## config.mk

```make
export PLATFORM = sky130hd
export DESIGN_NAME = dfx_deframer
export DESIGN_NICKNAME = d
export VERILOG_FILES = /design/src/rtl/dfx_deframer.sv
export SDC_FILE = /design/constraint.sdc
export NUM_CORES = 2
export LEC_CHECK = 0
export ABC_AREA = 0
export BUFFER_PORTS_ARGS = -buffer_cell sky130_fd_sc_hd__buf_4
export CAP_MARGIN = 10
export CORE_AREA = 2 2 440 442
export CTS_CLUSTER_SIZE = 30
export DETAILED_ROUTE_END_ITERATION = 6
export DIE_AREA = 0 0 442 444
export SYNTH_ARGS = -nofsm -noshare
export SYNTH_HDL_FRONTEND = slang
export SYNTH_SLANG_ARGS = --single-unit
```

## constraint.sdc

```tcl
create_clock -name clk -period 5.3 [get_ports clk]
set_input_delay 0.265 -clock clk [delete_from_list [all_inputs] [get_ports clk]]
set_output_delay 0.265 -clock clk [all_outputs]
set_load 0.02 [all_outputs]
```

## src/rtl/dfx_deframer.sv

```systemverilog
// Reassembles fixed-size address+data packets from a stream of headed link beats.
// Header per beat: SOF, EOF and a modular beat sequence number; bad framing drops the packet.
module dfx_deframer #(
    parameter int DATA_WIDTH        = 1024,
    parameter int ADDR_WIDTH        = 10,
    parameter int AURORA_DATA_WIDTH = 64,
    parameter int HDR_WIDTH         = 9
) (
    input  logic                         clk,
    input  logic                         rst_n,
    input  logic [AURORA_DATA_WIDTH-1:0] s_data,
    input  logic                         s_valid,
    output logic                         s_ready,
    input  logic                         flush,
    output logic [DATA_WIDTH-1:0]        m_data,
    output logic [ADDR_WIDTH-1:0]        m_addr,
    output logic                         m_valid,
    input  logic                         m_ready,
    output logic                         err,
    output logic [15:0]                  pkt_cnt,
    output logic [15:0]                  err_cnt
);

    localparam int PKT_W = DATA_WIDTH + ADDR_WIDTH;
    localparam int PW    = AURORA_DATA_WIDTH - HDR_WIDTH;
    localparam int NB    = (PKT_W + PW - 1) / PW;
    localparam int SW    = HDR_WIDTH - 2;
    localparam int KW    = (NB > 1) ? $clog2(NB) : 1;
    localparam int ASM_W = NB * PW;

    localparam logic [1:0] ST_IDLE    = 2'd0;
    localparam logic [1:0] ST_COLLECT = 2'd1;
    localparam logic [1:0] ST_DROP    = 2'd2;

    localparam logic [KW-1:0] K_LAST = KW'(NB - 1);

    logic [1:0]       state, state_nxt;
    logic [KW-1:0]    k, k_nxt;
    logic [ASM_W-1:0] asm_buf, asm_nxt;
    logic             store, deliver, bad;
    logic [KW-1:0]    store_idx;

    logic          sof, eof, is_start, k_last, beat_ok, accept;
    logic [SW-1:0] seq;
    logic [PW-1:0] payload;

    assign sof      = s_data[HDR_WIDTH-1];
    assign eof      = s_data[HDR_WIDTH-2];
    assign seq      = s_data[SW-1:0];
    assign payload  = s_data[AURORA_DATA_WIDTH-1:HDR_WIDTH];
    assign accept   = s_valid && s_ready;
    assign is_start = sof && (seq == '0);
    assign k_last   = (k == K_LAST);
    assign beat_ok  = !sof && (seq == SW'(k)) && (eof == k_last);

    // Only the final beat of a packet needs the output register, so that is the only stall point.
    assign s_ready = !((state == ST_COLLECT) && k_last && m_valid && !m_ready);

    always_comb begin
        // NOTE: every signal assigned here gets a default first, so no latch can be inferred.
        state_nxt = state;
        k_nxt     = k;
        store     = 1'b0;
        store_idx = k;
        deliver   = 1'b0;
        bad       = 1'b0;

        if (flush) begin
            state_nxt = ST_IDLE;
            k_nxt     = '0;
        end else if (accept) begin
            case (state)
                ST_COLLECT: begin
                    if (beat_ok) begin
                        store = 1'b1;
                        if (k_last) begin
                            deliver   = 1'b1;
                            state_nxt = ST_IDLE;
                            k_nxt     = '0;
                        end else begin
                            k_nxt = k + KW'(1);
                        end
                    end else begin
                        bad = 1'b1;
                        if (is_start) begin
                            store     = 1'b1;
                            store_idx = '0;
                            k_nxt     = KW'(1);
                        end else begin
                            state_nxt = ST_DROP;
                            k_nxt     = '0;
                        end
                    end
                end
                default: begin
                    // IDLE and DROP both wait for a clean start-of-frame beat.
                    if (is_start) begin
                        if (NB == 1) begin
                            if (eof) begin
                                store     = 1'b1;
                                store_idx = '0;
                                deliver   = 1'b1;
                                state_nxt = ST_IDLE;
                                k_nxt     = '0;
                            end
                        end else begin
                            store     = 1'b1;
                            store_idx = '0;
                            state_nxt = ST_COLLECT;
                            k_nxt     = KW'(1);
                        end
                    end
                end
            endcase
        end
    end

    always_comb begin
        asm_nxt = asm_buf;
        for (int b = 0; b < NB; b++) begin
            if (store && (store_idx == KW'(b))) begin
                asm_nxt[b*PW +: PW] = payload;
            end
        end
    end

    // The packet is taken from asm_nxt so the final beat lands in the output on its own edge.
    always_ff @(posedge clk or negedge rst_n) begin
        if (!rst_n) begin
            // NOTE: sequential state uses non-blocking assignments so every register samples pre-edge values.
            state   <= ST_IDLE;
            k       <= '0;
            asm_buf <= '0;
            m_data  <= '0;
            m_addr  <= '0;
            m_valid <= 1'b0;
            err     <= 1'b0;
            pkt_cnt <= '0;
            err_cnt <= '0;
        end else begin
            state   <= state_nxt;
            k       <= k_nxt;
            asm_buf <= asm_nxt;
            err     <= bad;

            if (deliver) begin
                m_valid <= 1'b1;
                m_data  <= asm_nxt[DATA_WIDTH-1:0];
                m_addr  <= asm_nxt[PKT_W-1:DATA_WIDTH];
            end else if (m_ready) begin
                m_valid <= 1'b0;
            end

            if (m_valid && m_ready && (pkt_cnt != 16'hFFFF)) begin
                pkt_cnt <= pkt_cnt + 16'd1;
            end
            if (bad && (err_cnt != 16'hFFFF)) begin
                err_cnt <= err_cnt + 16'd1;
            end
        end
    end

endmodule
```

==> flow_summary.json <==
{
  "status": "complete, no violations",
  "die_area_um2": 196000,
  "layout.nets": 6423,
  "first_pass_iters": 7,
  "crit_type": "reg2reg",
  "vias_per_cell": 5.31,
  "synth_area_um2": 80100,
  "drv_slew": 0,
  "relSlewSlack": 0.150,
  "yosysTopAreaCellShare": 0.659,
  "p_leak_nw": 52.3,
  "start_kind": "flip-flop",
  "vias": 48100,
  "drt-met1-wl_um": 98600,
  "grt_pass1_vias": 48600,
  "fin_tns_setup_ns": 0,
  "rows": 161,
  "cts.sinks": 2109,
  "fin_crit_ns": 3.69,
  "clkTransAtPathRegs_ns": 0.06,
  "drive_gt1_frac": 0.508,
  "critPathMaxStageDelay_ns": 0.69,
  "post-place-ws_ns": 1.59,
  "design_area_um2": 98900,
  "initial_utilization": 0.418,
  "r2r-start": "k[0]",
  "ctsResizeCount": 0,
  "hold_path.class": "in2async",
  "clock_latency_ns": 0.89,
  "cts-root-buf": "clkbuf_16",
  "seqPwrFrac": 0.497,
  "cts_hold_buf": 66,
  "ys.warnings.count": 0,
  "finClkSkew_ns": 0.0650,
  "rsz0062_at_grt": "no",
  "min_period_over_period": 0.696,
  "path_buf_inv": 2,
  "fmax_ghz": 0.271,
  "grt_overflow": 0,
  "synth_area_leader_cell": "dfrtp_1",
  "grt_max_degree": 191,
  "p_comb_frac": 0.023,
  "htree_levels": 4,
  "wl_um": 250000,
  "syn_area_per_cell_um2": 15.3,
  "synth-edff-count": 0,
  "dp_hpwl_um": 164000,
  "postRouteAntennaNets": 0,
  "critPathSlowestCell": "dfrtp_1",
  "swShare": 0.222,
  "required_ns": 6.02,
  "multi_input_area_um2": 25400,
  "setup_viol": 0,
  "dr.max_layer_used": "met5",
  "die_w_um": 442,
  "globalRouteTotalUtil": 0.252,
  "ir_drop_mv": 0.292,
  "synth-seq-area-share": 0.659,
  "total_power_mw": 32.5,
  "synth_cells": 5242,
  "ys_types": 62,
  "yosys_most_used_dff": "dfrtp_1",
  "ys_async_sr_fraction": 1.00,
  "place.port_buffers": 1137,
  "route.met2.wl_um": 122000,
  "post_cts_buffers": 0,
  "timing_hold_violations_final": 0,
  "grt_first_pass_wirelength_um": 359000,
  "routedWlPerCell_um": 27.6,
  "antenna_found_initial": 34,
  "cts_buffer_depth": 3,
  "wl_met3_um": 16300,
  "drv_cap": 0,
  "cts_tree": "done",
  "drt-initial-drc-count": 3318,
  "drc": 0,
  "cp_cell_sequence": "inv_1 -> ha_1 -> and4bb_1 -> xnor2_2 -> nand3_2 -> nor3b_2 -> buf_4 -> mux2_2",
  "routabilityCongestion": 0.804,
  "switching_power_mw": 7.22,
  "intPower_mw": 25.2,
  "p_per_area_nw_per_um2": 328,
  "critPathCaptureType": "flip-flop",
  "coreArea_um2": 192000,
  "ios": 1138,
  "tightest_slew_ns": 1.28,
  "syn_to_final_growth_pct": 23.4,
  "yosys-top-cells-area": "dfrtp_1 (66%), mux2_2 (24%), nand4_1 (1.3%)",
  "setup_slack_ns": 1.61,
  "cp.arrival_ns": 4.41,
  "cp-startpoint": "k[0]",
  "regArea_um2": 52800,
  "clockPowerShare": 0.480,
  "synthesis.nets": 5315,
  "fillers": 16300,
  "synth-seq-cells": 2109,
  "synthTopCellsByCount": "dfrtp_1 (2,109), mux2_2 (1,692), nand2_1 (268)",
  "chipHeight_um": 444,
  "dpl_cell_area_um2": 90800,
  "cts_buffers": 216,
  "crit_path_max_fanout": 30,
  "crit_family": "simple AND/OR/NAND/NOR gates",
  "synth.most_common_cell": "dfrtp_1"
}
## power by group through the flow
stage               logic (mW)  registers, mW  clock network, mW
finish                   0.760           16.1               15.6
floorplan                0.111           16.4                  0
detailed placement       0.752           16.4                  0
global placement         0.742           16.4                  0
global route             0.838           16.1               16.6
CTS                      0.791           16.1               15.9
## per-stage QoR
step                      instances  utilization  hold slack, ns
after floorplan                5242            -         -0.0306
after global placement         8592        0.474           0.359
after detailed placement       8592        0.474           0.358
after CTS                      9050        0.516          0.0407
after global routing           9052        0.516          0.0985
final                          9061        0.516          0.0889
## worst reg2reg max path, cell delays in order (launching register included)
cell and delay [ns]:
dfrtp_1 0.69, inv_1 0.20, ha_1 0.27, and4bb_1 0.31, xnor2_2 0.25, nand3_2 0.33, nor3b_2 0.47, buf_4 0.57
mux2_2 0.47
## flip-flops by register name, summed over array words and instances, names as in the netlist, 2 cells and up
register,count
state,2
m_data,1024
pkt_cnt,16
asm_buf,1034
k,5
err_cnt,16
m_addr,10
## final timing paths
check / cells after the start / slack (ns) / endpoint
worst min-delay path: 2 / 0.09 / asm_buf[547]
max in group asynchronous: 3 / 3.55 / asm_buf[410]
min in group clk: 5 / 0.14 / err
worst max-delay path: 8 / 1.61 / asm_buf[428]
worst max register to register: 8 / 1.61 / asm_buf[428]
worst min register to register: 1 / 0.45 / m_data[3]
## layout by cell type, fill, tap and decap left out, drive strengths merged, types with 2 or more instances in the layout
master and count:
a21oi 3, a31oi 157, and2 2, and3 14, and4 4, and4bb 2, buf 1216, bufinv 13
clkbuf 326, clkinv 48, clkinvlp 2, dfrtp 2109, diode 11, dlygate4sd3 66, ha 4, inv 9
mux2 1764, nand2 270, nand2b 58, nand3 18, nand4 177, nand4bb 2, nor2 169, nor2b 5
nor3 8, nor3b 3, nor4 9, nor4b 4, o2111a 2, o2111ai 2, o21ai 3, o31a 2
or2 2, or3 6, xnor2 31, xor2 4
## area by class of cell
type / count / share of cell area
Sequential cell: 2109 / 0.534
Antenna cell: 11 / 0.000278
Multi-Input combinational cell: 2735 / 0.257
Timing Repair Buffer: 1282 / 0.102
Tap cell: 2526 / 0.0320
Clock buffer: 326 / 0.0649
Clock inverter: 66 / 0.00964
Inverter: 6 / 0.000228
## routing by layer
layer	vias up	global-route usage
met5	-	0
met4	4	0.117
met3	363	0.0648
met2	1368	0.418
met1	25700	0.309
li1	20700	-
## cells by family (layout without fill, tap and decap cells)
| kind of cell | after synthesis | in the layout | share of synthesized area |
|---|---|---|---|
| flops | 2109 | 2109 | 0.659 |
| mux | 1764 | 1764 | 0.249 |
| simple gates | 755 | 755 | 0.0477 |
| buf+inv | 398 | 1680 | 0.0253 |
| compound gates | 177 | 177 | 0.0144 |
| xor+xnor | 35 | 35 | 0.00392 |
| fa+ha+maj | 4 | 4 | 0.000625 |
| other cells | 0 | 11 | 0 |
(Power assumes the default switching activity.)
